### src/rtl/fdiv_seq.sv
// Sequential single-precision divider: one restoring quotient bit per cycle,
// fixed 26-cycle latency, truncated mantissa, denormals flushed to zero.
module fdiv_seq (
  input  logic        clk,
  input  logic        rstn,
  input  logic        start,
  input  logic [31:0] x1,
  input  logic [31:0] x2,
  output logic [31:0] y,
  output logic        valid,
  output logic        busy
);

  typedef enum logic [1:0] {
    IDLE = 2'd0,
    PREP = 2'd1,
    DIV  = 2'd2,
    DONE = 2'd3
  } state_t;

  state_t             state_q, state_d;
  logic [4:0]         cnt_q, cnt_d;
  logic [31:0]        a_q, a_d;
  logic [31:0]        b_q, b_d;
  logic [25:0]        rem_q, rem_d;
  logic [23:0]        quo_q, quo_d;
  logic signed [9:0]  exp_q, exp_d;
  logic [31:0]        y_q, y_d;

  logic [23:0]        m1, m2;
  logic               rem_ge;
  logic [25:0]        rem_step;
  logic [23:0]        quo_next;
  logic               sy, z1, z2;
  logic [31:0]        result;

  assign m1       = {1'b1, a_q[22:0]};
  assign m2       = {1'b1, b_q[22:0]};
  assign rem_ge   = rem_q >= {2'b00, m2};
  assign rem_step = rem_ge ? (rem_q - {2'b00, m2}) : rem_q;
  assign quo_next = (quo_q << 1) | {23'b0, rem_ge};

  assign sy = a_q[31] ^ b_q[31];
  assign z1 = (a_q[30:23] == 8'h00);
  assign z2 = (b_q[30:23] == 8'h00);

  // Result is formed from the final quotient bit so y is already new in DONE.
  always_comb begin
    result = {sy, exp_q[7:0], quo_next[22:0]};
    if (z1 && z2)
      result = 32'h7FC0_0000;
    else if (z2)
      result = {sy, 8'hFF, 23'h0};
    else if (z1)
      result = {sy, 31'h0};
    else if (exp_q >= 10'sd255)
      result = {sy, 8'hFF, 23'h0};
    else if (exp_q <= 10'sd0)
      result = {sy, 31'h0};
  end

  always_comb begin
    state_d = state_q;
    cnt_d   = cnt_q;
    a_d     = a_q;
    b_d     = b_q;
    rem_d   = rem_q;
    quo_d   = quo_q;
    exp_d   = exp_q;
    y_d     = y_q;
    case (state_q)
      IDLE: begin
        if (start) begin
          a_d     = x1;
          b_d     = x2;
          state_d = PREP;
        end
      end
      PREP: begin
        cnt_d = 5'd0;
        quo_d = 24'd0;
        if (m1 >= m2) begin
          rem_d = {2'b00, m1};
          exp_d = $signed({2'b00, a_q[30:23]}) - $signed({2'b00, b_q[30:23]}) + 10'sd127;
        end else begin
          rem_d = {1'b0, m1, 1'b0};
          exp_d = $signed({2'b00, a_q[30:23]}) - $signed({2'b00, b_q[30:23]}) + 10'sd126;
        end
        state_d = DIV;
      end
      DIV: begin
        rem_d = rem_step << 1;
        quo_d = quo_next;
        cnt_d = cnt_q + 5'd1;
        if (cnt_q == 5'd23) begin
          y_d     = result;
          state_d = DONE;
        end
      end
      DONE: begin
        state_d = IDLE;
      end
      default: state_d = IDLE;
    endcase
  end

  always_ff @(posedge clk) begin
    if (!rstn) begin
      state_q <= IDLE;
      cnt_q   <= 5'd0;
      a_q     <= 32'h0;
      b_q     <= 32'h0;
      rem_q   <= 26'h0;
      quo_q   <= 24'h0;
      exp_q   <= 10'sd0;
      y_q     <= 32'h0;
    end else begin
      state_q <= state_d;
      cnt_q   <= cnt_d;
      a_q     <= a_d;
      b_q     <= b_d;
      rem_q   <= rem_d;
      quo_q   <= quo_d;
      exp_q   <= exp_d;
      y_q     <= y_d;
    end
  end

  assign y     = y_q;
  assign valid = (state_q == DONE);
  assign busy  = (state_q != IDLE);

endmodule

### config.mk
export PLATFORM = sky130hd
export DESIGN_NAME = fdiv_seq
export DESIGN_NICKNAME = d
export VERILOG_FILES = /design/src/rtl/fdiv_seq.sv
export SDC_FILE = /design/constraint.sdc
export NUM_CORES = 1
export LEC_CHECK = 0
export ABC_AREA = 0
export CAP_MARGIN = 10
export CORE_MARGIN = 2
export CORE_UTILIZATION = 47
export DETAILED_ROUTE_END_ITERATION = 8
export GPL_TIMING_DRIVEN = 0
export PLACE_DENSITY = 0.7
export SLEW_MARGIN = 40
export SYNTH_ARGS = -nofsm -noshare
export SYNTH_HDL_FRONTEND = slang
export SYNTH_SLANG_ARGS = --single-unit
### constraint.sdc
create_clock -name clk -period 3.3 [get_ports clk]
set_clock_uncertainty 0.05 [all_clocks]
set_input_delay 0.66 -clock clk [delete_from_list [all_inputs] [get_ports clk]]
set_output_delay 0.66 -clock clk [all_outputs]
set_load 0.01 [all_outputs]
==> parameters.txt <==
Parameter                              Value

Outcome
  Run status    complete, no violations

Placement
  Total cell area at the placement stage    10500 um2
  # port buffers    100
  Detailed placer's ending HPWL    18500 um
  Worst setup slack after placement    0.101 ns
  Final weighted congestion of routability-driven global placement    0.938

STA
  Min Clock Period, post-route    3.13 ns
  Hold violation count in the final report    0
  Setup violation total in the final timing report    0
  Number of pins with negative max-slew slack in the final report    0
  Post-route clock period utilization    94.9%
  Relative max-transition margin    51.3%
  Post-route setup TNS    0 ns
  Peak clock frequency supported by timing    319 MHz
  Final setup slack of the worst path    0.169 ns
  Worst Max-Slew Pin Slew    0.731 ns
  Hold slack    0.401 ns
  RSZ-0062 raised after global routing    false

Yosys
  Flop and latch count out of synthesis    161
  Area of the mapped netlist    9130 um2
  Post-synthesis average cell area    8.10 um2
  Proportion of synthesized chip area in sequential cells    35.3%
  Post-Synthesis Net Count    1258
  Number of flops mapped to enable cells by yosys    0
  Synth Instances    1126
  Most frequently used flop master after synthesis    sky130_fd_sc_hd__dfxtp_1
  Ys Warns    0
  Proportion of register bits with asynchronous set or reset after synthesis    0%
  Yosys cell types    72

Clocking
  Clock Path Buffers    2
  CTS Hold Bufs    0
  TritonCTS clock tree    built
  H-tree lvl count    4
  Number of clock sinks    161
  Buffers inserted by post-CTS timing repair    0
  Clock root buffer master    sky130_fd_sc_hd__clkbuf_16
  Clock Pin Slew Worst Setup and Hold Paths    0.07 ns
  Clock insertion delay at the later pin of the skew report    0.44 ns
  Number of buffers added by the clock tree synthesis step    17

GRT
  Vias in the first global route    7848
  Global-route total usage across every layer    24.5%
  First-pass GRT wire length    39800 um
  Number of antenna violations at the first check in global routing    0
  Remaining Overflow, GRT    0
  Pin count of the biggest net entering global routing    18

Worst setup path
  Critical path capture point type    flip-flop
  Highest-delay cell along the critical path    sky130_fd_sc_hd__fa_1
  Launching element type of the critical path    flip-flop
  Arrival @ worst endpoint    3.40 ns
  Crit Path Class    reg -> reg
  Internal reg-to-reg setup slack    0.17 ns
  Critical Path Max Stage Delay    0.40 ns
  Largest fanout on the critical path    10
  CP required    3.57 ns
  Cell Chain, Critical Path    inv_1 -> ha_1 -> fa_1 -> and2b_1 -> o211ai_1 -> a31o_2 -> a211oi_2 -> nor2_2 -> o21ai_4 -> clkbuf_4 -> mux2i_1 -> a21oi_1

Route
  Count of TritonRoute iterations in the first routing pass    7
  Number of nets with antenna violations after detailed routing    0
  Iteration-0 DRC Markers    575
  Routed vias    8307
  DRC    0
  Average via count per standard cell    5.47
  Wirelength per Cell    16.1 um
  Sum of routed wire length over all layers    24500 um

Power
  Leakage    4.10 nW
  Power Density    939 nW/um2
  Worst voltage drop across the vdd grid    0.486 mV

Hold path
  Min-Delay Path Class    reg -> reg

Floorplanning
  Die span in x    143 um
  Area enclosed by the die boundary    20500 um2
  Die Span Y    143 um
  Number of rows created at floorplan    50
  Number of top-level pins    101
  Initial Util    48.3%
  Core area    18900 um2

Finish
  Commonest non-fill, non-tap cells in the layout    sky130_fd_sc_hd__nand2_1 (227), sky130_fd_sc_hd__dfxtp_1 (161), sky130_fd_sc_hd__a21boi_0 (108)
  Final Net Count    1377
  Most common cell after layout, fill and taps aside    sky130_fd_sc_hd__nand2_1
  Layout-stage area growth over the synthesis result    21.5%
  N_diodes    0
  Fraction of final layout cells with drive strength greater than 1    5.01%
  Post-route design area    11100 um2

Run
  Number of violations of the max-capacitance limit    0
==> kinds of logic (layout without fill, tap and decap cells) <==
family / after synthesis / count (layout) / synth area share [%]
buf+inv: 122 / 254 / 5.21
mux: 35 / 35 / 3.92
xor+xnor: 31 / 31 / 2.98
fa+ha+maj: 65 / 65 / 9.08
simple gates: 404 / 404 / 19.9
flops: 161 / 161 / 35.3
compound gates: 308 / 308 / 23.6
==> per-stage QoR <==
step	std cells	power (W)	utilization, %
after floorplan	1126	0.00681	-
final	1518	0.0104	58.7
after global routing	1518	0.0111	58.7
after CTS	1518	0.0103	58.5
after detailed placement	1486	0.00822	55.3
after global placement	1486	0.00816	55.3
==> power by group <==
group,switching (W),internal [W]
clock,0.000921,0.00110
combinational,0.00358,0.00227
sequential,0.000276,0.00226
total,0.00478,0.00563
==> state kept, by name, indices dropped and copies added (netlist names) <==
register  count
a_q          32
quo_q        22
state_q       2
b_q          32
rem_q        26
exp_q        10
y            32
cnt_q         5
==> Yosys cell counts (12+ instances only) <==
cell	count	share of area [%]
sky130_fd_sc_hd__inv_1	59	2.4
sky130_fd_sc_hd__ha_1	63	8.6
sky130_fd_sc_hd__nor2_1	36	1.5
sky130_fd_sc_hd__clkbuf_1	49	2.0
sky130_fd_sc_hd__xnor2_1	23	2.2
sky130_fd_sc_hd__nand2_1	227	9.3
sky130_fd_sc_hd__dfxtp_1	161	35
sky130_fd_sc_hd__o21ai_0	46	2.5
sky130_fd_sc_hd__a21boi_0	108	8.9
sky130_fd_sc_hd__a21oi_1	59	3.2
sky130_fd_sc_hd__mux2i_1	29	3.2
sky130_fd_sc_hd__nand3_1	61	3.3
sky130_fd_sc_hd__nand4_1	12	0.82
==> layer usage <==
| layer | GRT usage (%) | part of all wire (%) |
|---|---|---|
| met5 | 0 | 0 |
| met1 | 34.0 | 48 |
| met3 | 4.13 | 5.4 |
| met4 | 7.84 | 2.2 |
| met2 | 38.9 | 44 |
==> final cells by class <==
| type | instances | area, um2 |
|---|---|---|
| multi-input cells | 843 | 5450 |
| well taps | 260 | 325 |
| repair buffers | 100 | 1000 |
| clock buffers | 18 | 439 |
| inverters | 59 | 221 |
| flip-flops and latches | 161 | 3220 |
| fillers | 1799 | 7800 |
| clock inverters | 14 | 168 |
| plain buffers | 63 | 260 |
==> final timing paths <==
path	endpoint	cells past startpoint	startpoint
worst min register to register	y[16]$_SDFFE_PN0P_	2	y[16]$_SDFFE_PN0P_
worst max-delay path	rem_q[15]$_SDFFE_PN0P_	12	rem_q[0]$_SDFFE_PN0P_
worst max register to register	rem_q[15]$_SDFFE_PN0P_	12	rem_q[0]$_SDFFE_PN0P_
worst min-delay path	y[16]$_SDFFE_PN0P_	2	y[16]$_SDFFE_PN0P_
==> critical path: cells and delay by family, from the launching register on <==
family | cells | cell delay [ns]
simple gates | 2 | 0.37
buf+inv | 2 | 0.34
compound gates | 5 | 1.04
fa+ha+maj | 2 | 0.60
mux | 1 | 0.25
flops | 1 | 0.35
==> repair_timing <==
action,in CTS,in global routing
setup endpoints to repair,0,7
hold endpoints to repair,0,0
resized for setup,0,5
Power figures use the tool's default switching activity.
